===== src/rtl/if_fetch_pkg.sv =====
// Shared types and constants for the instruction-fetch stage.
// Imported by the fetch interface, the stage and its bench.
package if_fetch_pkg;

  localparam int unsigned REG_W = 32;

  localparam logic [REG_W-1:0] RESET_PC_DEF =
    32'h1C00_0000;

  localparam logic [REG_W-1:0] PC_STEP = 32'd4;

  typedef enum logic [1:0] {
    FETCH_IDLE,
    FETCH_REQ,
    FETCH_WAIT,
    FETCH_HOLD
  } fetch_state_e;

  typedef struct packed {
    logic [REG_W-1:0] pc;
    logic [REG_W-1:0] inst;
  } if_id_t;

  function automatic logic [REG_W-1:0] align_pc(
    input logic [REG_W-1:0] a
  );
    return {a[REG_W-1:2], 2'b00};
  endfunction

endpackage


===== src/rtl/if_fetch_if.sv =====
// SRAM-like instruction port: req/addr_ok request
// phase, data_ok/rdata response phase.
interface if_fetch_if;
  import if_fetch_pkg::*;

  logic             req;
  logic [REG_W-1:0] addr;
  logic             addr_ok;
  logic             data_ok;
  logic [REG_W-1:0] rdata;

  modport master (
    output req,
    output addr,
    input  addr_ok,
    input  data_ok,
    input  rdata
  );

  modport slave (
    input  req,
    input  addr,
    output addr_ok,
    output data_ok,
    output rdata
  );

endinterface


===== src/rtl/if_fetch.sv =====
// Instruction-fetch stage: owns the PC, issues one request
// at a time and offers the fetched word to ID.
module if_fetch
  import if_fetch_pkg::*;
#(
  parameter logic [REG_W-1:0] RESET_PC = RESET_PC_DEF
) (
  input  logic             clk_i,
  input  logic             rst_i,
  input  logic             ctl_id_allow_in_i,
  input  logic             br_taken_i,
  input  logic [REG_W-1:0] br_target_i,
  if_fetch_if.master       inst,
  output logic [REG_W-1:0] if_pc_o,
  output logic [REG_W-1:0] if_inst_o,
  output logic             ctl_if_over_o
);

  fetch_state_e     state;
  logic [REG_W-1:0] pc;
  logic [REG_W-1:0] inst_buf;
  logic             cancel;
  logic [REG_W-1:0] tgt;
  if_id_t           if_id;

  assign tgt = align_pc(br_target_i);

  always_ff @(posedge clk_i or posedge rst_i) begin
    if (rst_i) begin
      state    <= FETCH_IDLE;
      pc       <= RESET_PC;
      inst_buf <= '0;
      cancel   <= 1'b0;
    end else begin
      unique case (state)
        FETCH_IDLE: state <= FETCH_REQ;
        FETCH_REQ: begin
          if (br_taken_i)
            pc <= tgt;
          if (inst.addr_ok) begin
            state <= FETCH_WAIT;
            // accepted address is now stale
            if (br_taken_i)
              cancel <= 1'b1;
          end
        end
        FETCH_WAIT: begin
          if (inst.data_ok) begin
            if (cancel || br_taken_i) begin
              cancel <= 1'b0;
              state  <= FETCH_REQ;
              if (br_taken_i)
                pc <= tgt;
            end else begin
              inst_buf <= inst.rdata;
              state    <= FETCH_HOLD;
            end
          end else if (br_taken_i) begin
            pc     <= tgt;
            cancel <= 1'b1;
          end
        end
        FETCH_HOLD: begin
          // redirect wins over the ID handshake
          if (br_taken_i) begin
            pc    <= tgt;
            state <= FETCH_REQ;
          end else if (ctl_id_allow_in_i) begin
            pc    <= pc + PC_STEP;
            state <= FETCH_REQ;
          end
        end
        default: state <= FETCH_IDLE;
      endcase
    end
  end

  assign inst.req  = (state == FETCH_REQ);
  assign inst.addr = pc;

  assign if_id.pc   = pc;
  assign if_id.inst = inst_buf;

  assign if_pc_o       = if_id.pc;
  assign if_inst_o     = if_id.inst;
  assign ctl_if_over_o = (state == FETCH_HOLD)
                      && !br_taken_i;

endmodule


===== src/flat_wrapper.sv =====
// flat-port wrapper written by rule: the top's interface ports become plain ports
module if_fetch_flat import if_fetch_pkg::*;
#(
  parameter logic [REG_W-1:0] RESET_PC = RESET_PC_DEF
)
  (clk_i, rst_i, ctl_id_allow_in_i, br_taken_i, br_target_i, if_pc_o, if_inst_o, ctl_if_over_o, inst_req, inst_addr, inst_addr_ok, inst_data_ok, inst_rdata);
  if_fetch_if inst_i ();
  input  logic clk_i;
  input  logic rst_i;
  input  logic ctl_id_allow_in_i;
  input  logic br_taken_i;
  input  logic [REG_W-1:0] br_target_i;
  output logic [REG_W-1:0] if_pc_o;
  output logic [REG_W-1:0] if_inst_o;
  output logic ctl_if_over_o;
  output wire logic [$bits(inst_i.req)-1:0] inst_req;
  output wire logic [$bits(inst_i.addr)-1:0] inst_addr;
  input wire logic [$bits(inst_i.addr_ok)-1:0] inst_addr_ok;
  input wire logic [$bits(inst_i.data_ok)-1:0] inst_data_ok;
  input wire logic [$bits(inst_i.rdata)-1:0] inst_rdata;
  assign inst_req = inst_i.req;
  assign inst_addr = inst_i.addr;
  assign inst_i.addr_ok = inst_addr_ok;
  assign inst_i.data_ok = inst_data_ok;
  assign inst_i.rdata = inst_rdata;
  if_fetch #(.RESET_PC(RESET_PC)) u_core (.clk_i(clk_i), .rst_i(rst_i), .ctl_id_allow_in_i(ctl_id_allow_in_i), .br_taken_i(br_taken_i), .br_target_i(br_target_i), .inst(inst_i), .if_pc_o(if_pc_o), .if_inst_o(if_inst_o), .ctl_if_over_o(ctl_if_over_o));
endmodule

===== config.mk =====
export PLATFORM = sky130hd
export DESIGN_NAME = if_fetch_flat
export DESIGN_NICKNAME = d
export VERILOG_FILES = /design/src/rtl/if_fetch_pkg.sv /design/src/rtl/if_fetch_if.sv /design/src/rtl/if_fetch.sv /design/src/flat_wrapper.sv
export SDC_FILE = /design/constraint.sdc
export NUM_CORES = 1
export LEC_CHECK = 0
export CORE_UTILIZATION = 38
export DETAILED_ROUTE_END_ITERATION = 16
export DONT_BUFFER_PORTS = 1
export REMOVE_ABC_BUFFERS = 1
export SYNTH_ARGS = -nofsm -noshare
export SYNTH_HDL_FRONTEND = slang
export SYNTH_SLANG_ARGS = --single-unit

===== constraint.sdc =====
create_clock -name clk_i -period 2.4 [get_ports clk_i]
set_clock_uncertainty 0.2 [all_clocks]
set_input_delay 0.72 -clock clk_i [delete_from_list [all_inputs] [get_ports clk_i]]
set_output_delay 0.72 -clock clk_i [all_outputs]
set_load 0.02 [all_outputs]

Word level (Yosys, flattened, before mapping)
Cells that the tools add are included.
{"block": "classes", "bitwise_logic": 1, "n_mux": 17, "n_eq_ne": 7, "add_sub_neg": 1, "n_reduce_logical": 10}
{"cell": "$mux W32", "count": 5}
{"cell": "$pmux W32 S3", "count": 1}
{"cell": "$add A32 B3 Y32 const B", "count": 1}
{"cell": "$reduce_and A3 Y1", "count": 4}
{"cell": "$mux W2", "count": 5}
{"cell": "$pmux W2 S4", "count": 1}
{"cell": "$eq A2 B2 Y1 const B", "count": 2}
{"cell": "$mux W1", "count": 4}
{"cell": "$ne A3 B2 Y1 const B", "count": 1}
{"cell": "$ne A3 B3 Y1 const B", "count": 1}
{"cell": "$reduce_bool A3 Y1", "count": 1}
{"cell": "$eq A2 B1 Y1 const B", "count": 1}
{"cell": "$logic_not A2 Y1", "count": 1}
{"cell": "$ne A2 B1 Y1 const B", "count": 1}
{"cell": "$ne A2 B2 Y1 const B", "count": 1}
{"cell": "$pmux W1 S2", "count": 1}
{"cell": "$reduce_bool A2 Y1", "count": 1}
{"cell": "$logic_and A1 B1 Y1", "count": 1}
{"cell": "$logic_not A1 Y1", "count": 1}
{"cell": "$logic_or A1 B1 Y1", "count": 1}
{"cell": "$not A1 Y1", "count": 1}
{"block": "word_totals", "input_bits": 70, "word_cells": 40, "regBits": 67}

Depth between registers and ports, before layout
Gate-level depths: netlist (run 1).
{"block": "logic_depth", "depth_word": 4, "depth_mapped": 10, "mapped_depth_nobuf": 7}

Worst setup path before layout (run 1)
No wires, ideal clock.
{"block": "synth_timing", "path_type": "input-to-output", "start": "in br_taken_i", "end": "out ctl_if_over_o", "setup_slack_ns": -0.158, "path_buffers": 3, "cell_stages": 5, "arrival_time_ns": 1.638, "path_cell_list": "nand2b_1 > clkbuf_1 > inv_1 > buf_6 > clkbuf_1"}
{"block": "synth_via", "elab_chain_len": 2}
{"item": "from (decl)", "line": "flat_wrapper.sv:11", "source": "input logic br_taken_i;"}
{"item": "$logic_not A1 Y1", "line": "if_fetch.sv:87", "source": "&& !br_taken_i;"}
{"item": "$logic_and A1 B1 Y1", "line": "if_fetch.sv:87"}
{"item": "to (decl)", "line": "flat_wrapper.sv:15", "source": "output logic ctl_if_over_o;"}
No other way between the ends.

Final worst setup path (run 1)
{"block": "layout_timing", "start": "reg u_core.state[0]", "end": "out ctl_if_over_o"}
{"block": "layout_via", "elab_chain_len": 2}
{"item": "from (decl)", "line": "if_fetch.sv:19", "source": "fetch_state_e state;"}
{"item": "from (signal assigned)", "line": "if_fetch.sv:30", "source": "state <= FETCH_IDLE;"}
{"item": "from (signal assigned)", "line": "if_fetch.sv:36", "source": "FETCH_IDLE: state <= FETCH_REQ;"}
{"item": "from (signal assigned)", "line": "if_fetch.sv:41", "source": "state <= FETCH_WAIT;"}
{"item": "$eq A2 B2 Y1", "line": "if_fetch.sv:86", "source": "assign ctl_if_over_o = (state == FETCH_HOLD)"}
{"item": "$logic_and A1 B1 Y1", "line": "if_fetch.sv:87"}
No other way between the ends.

==> metrics.yaml, run 1 <==
status:
  status: "finished, final reports clean"
floorplan:
  fp.dieArea_mm2: 0.00991
  core_mm2: 0.00924
  die_height_um: 99.6
  ioPinCount: 168
  start_util: 0.391
  rows: 35
  die-width_um: 99.6
power:
  p_leak_uw: 0.00174
  irDropWorstVdd_uv: 497
  power.internal_uw: 2860
  p_per_area_mw_per_mm2: 1410
  power.total_uw: 5600
  pwr-share-seq: 0.408
  swShare: 0.489
  power_frac_comb: 0.424
  clkPwrFrac: 0.168
  switchingPower_uw: 2740
timing:
  slew_viol_final: 0
  setup_ws_ps: 96.9
  finalCritPeriodShare: 0.960
  max_freq_mhz: 434
  tightestPinTransition_ps: 580
  min_period_ps: 2300
  setup_viol: 0
  rsz0062_at_grt: "no"
  final_hold_viol_count: 0
  slew_headroom: 0.613
worst_setup_path:
  critPathSlowestCell: "dfrtp_1"
  cp-start-kind: "flop"
  required_ps: 1480
  crit_type: "flop to output pin"
  end_kind: "output pin"
  slowest_delay_ps: 420
  cp_num_buf_inv: 2
  crit_path_max_fanout: 7
  cp_top_family: "flip-flops"
  path_cells: "ha_1 > nand2b_1 > inv_1 > buf_4"
  cp.arrival_ps: 1380
cts:
  cts_setup_buffers: 0
  htree_levels: 3
  cts_resized: 0
  tritoncts: "yes"
  max-clock-path-buffers: 2
  cts_hold_buf: 0
  cts_sinks: 65
  clockRootBuffer: "clkbuf_8"
  cts_made_buffers: 9
  clock_latency_ps: 340
  cts.reportedPaths.clkPinSlew_ps: 80
global_routing:
  grt_pass1_wl_mm: 14.7
  grt_max_degree: 33
  grt_use_total: 0.194
  grt_pass1_vias: 2816
  antenna_found_initial: 0
  overflow: 0
logic_synthesis:
  syn_inst: 358
  synth-edff-count: 0
  synth.most_common_cell: "dfrtp_1"
  yosys-top-cells-count: "dfrtp_1 (62), buf_4 (35), mux2_2 (32), a21oi_1 (29), nand2_1 (21)"
  yosysSeqAreaShare: 0.451
  ys_types: 59
  avgSynthCellArea_um2: 10.1
  yosysTopAreaCell: "dfrtp_1"
  netlist_area_mm2: 0.00362
  ys_top_cells_by_area: "dfrtp_1 (43%), mux2_2 (10%), buf_4 (7.3%), a21oi_1 (4.0%), dfstp_2 (2.2%)"
  ys_warn_count: 0
  synth_seq_cells: 65
  async_reset_ff_frac: 1.00
  yosys_most_used_dff: "dfrtp_1"
  netlist.area_leader.share: 0.429
drt:
  num_vias: 2797
  detail_route.iter0.violations: 139
  viasPerCell: 5.68
  topRoutingLayerUsed: "met4"
  post_drt_wl_per_cell_um: 19.3
  totalWireLength_mm: 9.51
  dr.pass1.iters: 4
  dr_wl_met2_mm: 4.39
  ant_nets: 0
  drc_errors: 0
  dr_wl_met3_mm: 1.09
  wl_met1_mm: 3.95
layout:
  drive_above_1_share: 0.298
  synthToLayoutAreaGrowth_pct: 9.76
  fin_cells: 492
  layout.nets: 433
  final_core_util: 0.430
  num-fill-cells: 901
  antenna_cells: 0
flow_run:
  cap_violations: 0
placed_design:
  gp_congestion: 0.808
  dp.cells: 476
  pre_cts_ws_ps: 146
  io_buffers: 0
  hpwl_mm: 6.89
min_path:
  worstHoldPathType: "input port to asynchronous set/reset pin"
## worst paths after layout
| path | startpoint | endpoint | slack, ps | depth (start not counted) |
|---|---|---|---|---|
| setup / recovery | u_core.state[0]$_DFFE_PP0P_ | ctl_if_over_o | 100 | 4 |
| hold / removal | rst_i | u_core.if_pc_o[4]$_DFFE_PP0P_ | 120 | 1 |
| setup reg to reg | u_core.state[0]$_DFFE_PP0P_ | u_core.if_inst_o[10]$_DFFE_PP0P_ | 230 | 5 |
| hold reg to reg | u_core.state[1]$_DFFE_PP0P_ | u_core.state[1]$_DFFE_PP0P_ | 370 | 1 |
| max in group asynchronous | rst_i | u_core.if_pc_o[12]$_DFFE_PP0P_ | 1320 | 2 |
| min in group clk_i | inst_data_ok | u_core.cancel$_DFFE_PP0P_ | 290 | 1 |
## cell usage in the layout (no fill, tap or decap), drive strengths merged, types with 2 or more instances in the layout
master and instances:
nand2b 3, nand3 15, mux2 32, clkbuf 9, ha 5, a221o 2, nor2 20, a21boi 2
or3 2, o22ai 11, nand4 5, and4 6, nor3 8, dfrtp 62, nand2 21, o21a 2
clkinv 6, a32oi 2, nor4 5, buf 39, o211ai 4, a41o 2, o31a 2, or4 4
inv 7, o21ai 16, a211oi 5, conb 4, a21oi 29, a31oi 6, and3 9, dfstp 3
a22oi 2
## state kept, by name, indices dropped and copies added (netlist names)
signal and count:
u_core.cancel 1, u_core.if_inst_o 32, u_core.state 2, u_core.if_pc_o 30
## worst reg2reg max path: stages, from the launching register on
cell      delay, ps
dfrtp_1         420
inv_1           100
ha_1            200
nor4bb_4        310
buf_4           430
mux2_2          400
## power groups by stage
| stage | clock (uW) | combinational (uW) | sequential (uW) |
|---|---|---|---|
| floorplan | 0 | 982 | 2890 |
| global placement | 0 | 2330 | 2290 |
| detailed placement | 0 | 2390 | 2300 |
| CTS | 975 | 2390 | 2290 |
| global route | 1020 | 2580 | 2360 |
| finish | 942 | 2380 | 2280 |
## logic make-up after synthesis
| logic type | Yosys count | share of synthesized area |
|---|---|---|
| compound gates | 92 | 0.162 |
| other cells | 1 | 0.00104 |
| flops | 65 | 0.451 |
| mux | 33 | 0.102 |
| buf+inv | 60 | 0.101 |
| fa+ha+maj | 5 | 0.0173 |
| simple gates | 102 | 0.165 |
## routing by layer
| metal | up-vias | track usage |
|---|---|---|
| met5 | - | 0 |
| met1 | 1348 | 0.234 |
| li1 | 1288 | - |
| met4 | 0 | 0.0464 |
| met3 | 7 | 0.0857 |
| met2 | 154 | 0.317 |
## area by class of cell
| type | instances | area [um2] | area share |
|---|---|---|---|
| timing repair buffer | 39 | 305 | 0.0769 |
| clock buffer | 9 | 124 | 0.0312 |
| clock inverter | 7 | 71.3 | 0.0180 |
| sequential | 65 | 1630 | 0.411 |
| multi-input combinational | 236 | 1650 | 0.416 |
| tap | 129 | 161 | 0.0407 |
| inverter | 7 | 26.3 | 0.00662 |
## through the flow
step	hold WS, ps	instance area, um2	setup TNS [ps]
2_1_floorplan	330	3290	-199460
3_3_place_gp	360	3770	0
3_5_place_dp	366	3770	0
4_1_cts	125	3970	0
5_1_grt	141	3970	0
6_report	117	3970	0
(Power assumes the default switching activity.)
==> run 2: changes to the inputs <==
--- a/config.mk
+++ b/config.mk
@@ -8,6 +8,7 @@
 export CORE_UTILIZATION = 38
 export DETAILED_ROUTE_END_ITERATION = 16
 export DONT_BUFFER_PORTS = 1
+export RECOVER_POWER = 50
 export REMOVE_ABC_BUFFERS = 1
 export SYNTH_ARGS = -nofsm -noshare
 export SYNTH_HDL_FRONTEND = slang
==> run 2 against run 1 <==
First-iteration DRC count shrank 10%. Final cell count is the same. Clock-buffer cell count is the same. Clock power is essentially flat. Routed wire length shrank 0.18%. Utilization shrank 0.49 points. Sequential power is essentially flat. Critical path depth is the same. Flip-flop and latch count is the same. Maximum frequency is essentially flat. Design area shrank 1.1%. Critical endpoint unchanged.
==> metrics.yaml, run 2 (synthesis results as in run 1) <==
status:
  status: "finished, final reports clean"  # unchanged
cts:
  cts_sinks: 65  # unchanged
  cts_setup_buffers: 0  # unchanged
  cts_resized: 0  # unchanged
  cts.reportedPaths.clkPinSlew_ps: 80  # about the same
  cts_hold_buf: 0  # unchanged
  max-clock-path-buffers: 2  # unchanged
  cts_made_buffers: 9  # unchanged
  clock_latency_ps: 340  # about the same
  clockRootBuffer: "clkbuf_8"  # unchanged
  htree_levels: 3  # unchanged
  tritoncts: "yes"  # unchanged
layout:
  layout.nets: 433  # unchanged
  drive_above_1_share: 0.273  # was 0.298
  multi_input_comb_area_mm2: 0.00165  # unchanged
  fin_cells: 492  # unchanged
  largest_reg_flops: 32  # unchanged
  final_cell_mix: "dfrtp_1 (62), mux2_2 (32), buf_4 (30)"  # was dfrtp_1 (62), buf_4 (38), mux2_2 (32)
  synthToLayoutAreaGrowth_pct: 8.51  # was 9.76%
  antenna_cells: 0  # unchanged
  num-fill-cells: 913  # was 901
  layout_commonest_cell: "dfrtp_1"  # unchanged
  seq_area_mm2: 0.00163  # unchanged
drt:
  dr.pass1.iters: 4  # unchanged
  post_drt_wl_per_cell_um: 19.3  # about the same
  drc_errors: 0  # unchanged
  detail_route.iter0.violations: 125  # was 139
  ant_nets: 0  # unchanged
  totalWireLength_mm: 9.49  # was 9.51 mm
  viasPerCell: 5.70  # was 5.68
  num_vias: 2804  # was 2797
power:
  irDropWorstVdd_uv: 497  # about the same
  power.total_uw: 5560  # was 5600 uW
  p_leak_uw: 0.00170  # was 0.00174 uW
  p_per_area_mw_per_mm2: 1420  # was 1410 mW/mm2
global_routing:
  grt_pass1_vias: 2816  # unchanged
  grt_use_total: 0.194  # unchanged
  grt_pass1_wl_mm: 14.7  # unchanged
  antenna_found_initial: 0  # unchanged
  overflow: 0  # unchanged
  grt_max_degree: 33  # unchanged
timing:
  tightestPinTransition_ps: 969  # was 580 ps
  min_period_ps: 2300  # about the same
  max_freq_mhz: 434  # about the same
  rsz0062_at_grt: "no"  # unchanged
  final_hold_viol_count: 0  # unchanged
  setup_viol: 0  # unchanged
  slew_headroom: 0.354  # was 0.613
  timing.hold.ws_ps: 287  # was 117 ps
  finalCritPeriodShare: 0.959  # was 0.960
  slew_viol_final: 0  # unchanged
placed_design:
  hpwl_mm: 6.89  # unchanged
  io_buffers: 0  # unchanged
  dp.cells: 476  # unchanged
  gp_congestion: 0.808  # unchanged
floorplan:
  start_util: 0.391  # unchanged
  die_height_um: 99.6  # unchanged
  fp.dieArea_mm2: 0.00991  # unchanged
  rows: 35  # unchanged
  die-width_um: 99.6  # unchanged
  ioPinCount: 168  # unchanged
  core_mm2: 0.00924  # unchanged
worst_setup_path:
  path_cells: "ha_1 > nand2b_1 > inv_1 > buf_4"  # unchanged
  cp-start-kind: "flop"  # unchanged
  end_kind: "output pin"  # unchanged
  crit_type: "flop to output pin"  # unchanged
  cp.arrival_ps: 1380  # about the same
  required_ps: 1480  # about the same
  crit_path_max_fanout: 7  # unchanged
  slowest_delay_ps: 420  # about the same
  critPathSlowestCell: "dfrtp_1"  # unchanged
min_path:
  worstHoldPathType: "input port to asynchronous set/reset pin"  # unchanged
flow_run:
  cap_violations: 0  # unchanged
==> run 2: stage by stage <==
stage | area [um2] | utilization | worst slack (ps) | setup TNS, ps
finish | 3920 | 0.425 | 97.4 | 0
global route | 3920 | 0.425 | 11.3 | 0
CTS | 3970 | 0.430 | 70.2 | 0
detailed placement | 3770 | 0.408 | 146 | 0
global placement | 3770 | 0.408 | 191 | 0
floorplan | 3290 | - | -4180 | -199460
==> run 2: cell type report <==
cell class | instances | area share
clock buffers | 9 | 0.0316
clock inverters | 7 | 0.0182
inverters | 7 | 0.00670
multi-input cells | 236 | 0.421
flip-flops and latches | 65 | 0.415
well taps | 129 | 0.0411
repair buffers | 39 | 0.0663
==> run 2: worst max-delay path, delay by kind of cell, from the launching register on <==
family                     cells  cell delay, ps
adders and majority gates      1             230
and+or+nand+nor                1             110
DFF                            1             420
buffers and inverters          2             290
==> run 2: routing by layer <==
metal | part of all wire | vias up | global-route usage
met1 | 0.42 | 1361 | 0.234
met2 | 0.46 | 147 | 0.317
met3 | 0.11 | 7 | 0.0857
met4 | 0.0088 | 0 | 0.0464
met5 | 0 | - | 0
li1 | - | 1289 | -
==> run 2: power by group <==
part           leakage [uW]  switching [uW]  internal (uW)
logic              0.000792            1550            781
registers          0.000810             724           1560
clock network      0.000103             460            480
total               0.00170            2740           2820
==> run 2: final timing paths <==
| check | startpoint | to | slack [ps] | depth (start not counted) |
|---|---|---|---|---|
| max | u_core.state[0]$_DFFE_PP0P_ | ctl_if_over_o | 100 | 4 |
| min in group clk_i | inst_data_ok | u_core.cancel$_DFFE_PP0P_ | 290 | 1 |
| max reg2reg | u_core.state[0]$_DFFE_PP0P_ | u_core.if_pc_o[25]$_DFFE_PP0P_ | 220 | 7 |
| min reg2reg | u_core.state[1]$_DFFE_PP0P_ | u_core.state[1]$_DFFE_PP0P_ | 370 | 1 |
| min | rst_i | u_core.if_pc_o[4]$_DFFE_PP0P_ | 290 | 1 |
| max in group asynchronous | rst_i | u_core.cancel$_DFFE_PP0P_ | 510 | 2 |
==> run 3: changes to the inputs <==
--- a/config.mk
+++ b/config.mk
@@ -5,9 +5,10 @@
 export SDC_FILE = /design/constraint.sdc
 export NUM_CORES = 1
 export LEC_CHECK = 0
-export CORE_UTILIZATION = 38
+export CORE_UTILIZATION = 57
 export DETAILED_ROUTE_END_ITERATION = 16
 export DONT_BUFFER_PORTS = 1
+export PLACE_DENSITY = 0.75
 export RECOVER_POWER = 50
 export REMOVE_ABC_BUFFERS = 1
 export SYNTH_ARGS = -nofsm -noshare
==> constraint.sdc (replaced) <==
create_clock -name clk_i -period 2.4 [get_ports clk_i]
set_clock_uncertainty 0.2 [all_clocks]
set_input_delay 0.72 -clock clk_i [delete_from_list [all_inputs] [get_ports clk_i]]
set_output_delay 0.72 -clock clk_i [all_outputs]
set_load 0.01 [all_outputs]
==> run 3 against run 2 <==
Worst hold slack gained 4.8 ps. Routed wire length shrank 14%. Utilization grew 21 points. Maximum frequency grew 1.4%. Design area shrank 1.8%. Final cell count shrank 13%. Power shrank 9.7%. Register-to-register slack is essentially flat. The run now ends with capacitance limit, slew limit left. Non-clock buffer count shrank 10. First-iteration DRC count grew 58%.
==> metrics.yaml, run 3 (synthesis results as in run 1) <==
status:
  status: "finished, violations left"  # was finished, final reports clean
  violations: "capacitance limit, slew limit"
cts:
  cts_hold_buf: 0  # unchanged
  tritoncts: "yes"  # unchanged
  htree_levels: 3  # unchanged
  cts_made_buffers: 9  # unchanged
  clockRootBuffer: "clkbuf_8"  # unchanged
  cts_sinks: 65  # unchanged
  clock_latency_ps: 330  # was 340 ps
  cts.reportedPaths.clkPinSlew_ps: 70  # was 80 ps
  max-clock-path-buffers: 2  # unchanged
worst_setup_path:
  r2r-end: "u_core.if_pc_o[31]$_DFFE_PP0P_"  # was u_core.if_pc_o[25]$_DFFE_PP0P_
  slowest_delay_ps: 420  # about the same
  cp.arrival_ps: 1350  # was 1380 ps
  crit_cells: 4  # unchanged
  r2r_setup_slack_ps: 210  # was 220 ps
  cp_num_buf_inv: 2  # unchanged
  crit_type: "flop to output pin"  # unchanged
  required_ps: 1480  # about the same
  crit_end: "ctl_if_over_o"  # unchanged
  path_cells: "ha_1 > nand2b_1 > inv_2 > buf_12"  # was ha_1 > nand2b_1 > inv_1 > buf_4
  end_kind: "output pin"  # unchanged
  crit_path_start: "u_core.state[0]$_DFFE_PP0P_"  # unchanged
  rr_worst_depth: 6  # was 7
  critPathSlowestCell: "dfrtp_1"  # unchanged
  cp-start-kind: "flop"  # unchanged
  r2r_start: "u_core.if_pc_o[14]$_DFFE_PP0P_"  # was u_core.state[0]$_DFFE_PP0P_
  cp_top_family: "flip-flops"  # unchanged
  crit_path_max_fanout: 12  # was 7
floorplan:
  die-width_um: 81.6  # was 99.6 um
  ioPinCount: 168  # unchanged
  start_util: 0.600  # was 0.391
  fp.dieArea_mm2: 0.00667  # was 0.00991 mm2
  die_height_um: 81.6  # was 99.6 um
  rows: 28  # was 35
  core_mm2: 0.00603  # was 0.00924 mm2
timing:
  final_hold_viol_count: 0  # unchanged
  tns_ps: 0  # unchanged
  min_period_ps: 2270  # was 2300 ps
  finalCritPeriodShare: 0.946  # was 0.959
  tightestPinTransition_ps: 1610  # was 969 ps
  slew_viol_final: 66  # was 0
  max_freq_mhz: 440  # was 434 MHz
  rsz0062_at_grt: "no"  # unchanged
  setup_viol: 0  # unchanged
  slew_headroom: -0.0712  # was 0.354
layout:
  drive_above_1_share: 0.269  # was 0.273
  antenna_cells: 0  # unchanged
  layout.nets: 423  # was 433
  largest_reg_flops: 32  # unchanged
  layout_commonest_cell: "dfrtp_1"  # unchanged
  final_cell_mix: "dfrtp_1 (62), mux2_2 (32), a21oi_1 (29)"  # was dfrtp_1 (62), mux2_2 (32), buf_4 (30)
  synthToLayoutAreaGrowth_pct: 6.57  # was 8.51%
  final_core_util: 0.640  # was 0.425
global_routing:
  use_met2: 0.399  # was 0.317
  grt_pass1_vias: 2620  # was 2816
  grt_use_met3: 0.0911  # was 0.0857
  grt_pass1_wl_mm: 12.3  # was 14.7 mm
  overflow: 0  # unchanged
  gr-max-usage-layer: "met2"  # unchanged
  met1_usage: 0.289  # was 0.234
  grt_use_total: 0.250  # was 0.194
  antenna_found_initial: 0  # unchanged
  grt_max_degree: 66  # was 33
drt:
  drc_errors: 0  # unchanged
  post_drt_wl_per_cell_um: 19.2  # was 19.3 um
  num_vias: 2736  # was 2804
  detail_route.iter0.violations: 197  # was 125
  totalWireLength_mm: 8.21  # was 9.49 mm
  viasPerCell: 6.39  # was 5.70
  dr.pass1.iters: 5  # was 4
  ant_nets: 0  # unchanged
placed_design:
  gp_congestion: 0.843  # was 0.808
  hpwl_mm: 5.82  # was 6.89 mm
  io_buffers: 0  # unchanged
power:
  p_leak_uw: 0.00168  # was 0.00170 uW
  irDropWorstVdd_uv: 780  # was 497 uV
  p_per_area_mw_per_mm2: 1300  # was 1420 mW/mm2
flow_run:
  cap_violations: 1  # was 0
min_path:
  worstHoldPathType: "input port to flop"  # was input port to asynchronous set/reset pin
[run 3: layout make-up]
cell class	count	area, um2
Fill cell	471	2170
Multi-Input combinational cell	236	1650
Sequential cell	65	1630
Timing Repair Buffer	29	233
Clock buffer	10	128
Tap cell	75	93.8
Clock inverter	6	92.6
Inverter	7	26.3
[run 3: report_power, final]
group	total (uW)	switching (uW)	internal, uW
Combinational	1800	1050	747
Sequential	2200	642	1560
Clock	1020	428	588
[run 3: worst min-delay path by stage]
stage	slack (ps)	cells after the start	start	end
finish	290	1	inst_data_ok	u_core.cancel$_DFFE_PP0P_
floorplan	330	2	u_core.cancel$_DFFE_PP0P_	u_core.cancel$_DFFE_PP0P_
detailed placement	370	1	u_core.if_inst_o[21]$_DFFE_PP0P_	u_core.if_inst_o[21]$_DFFE_PP0P_
CTS	140	2	rst_i	u_core.if_inst_o[25]$_DFFE_PP0P_
global route	300	2	br_target_i[23]	u_core.if_pc_o[23]$_DFFE_PP0P_
global placement	340	1	u_core.if_pc_o[2]$_DFFE_PP0P_	u_core.if_pc_o[2]$_DFFE_PP0P_
[run 3: timing repair]
item | in CTS | in global routing
resized for setup | 0 | 1
setup endpoints to repair | 0 | 1
buffers inserted | 0 | 0
[run 3: layer usage]
| layer | part of all wire | up-vias |
|---|---|---|
| met1 | 0.41 | 1299 |
| met4 | 0.025 | 0 |
| met2 | 0.47 | 152 |
| met5 | 0 | - |
| met3 | 0.098 | 16 |
| li1 | - | 1269 |
[run 3: through the flow]
step,instances,worst slack (ps),total power (uW),area [um2],hold WS (ps)
2_1_floorplan,308,-4180,3340,3290,330
3_3_place_gp,412,188,3950,3660,342
3_5_place_dp,412,169,4020,3660,369
4_1_cts,428,64.0,5060,3880,135
5_1_grt,428,34.3,5360,3850,297
6_report,428,129,5020,3850,292
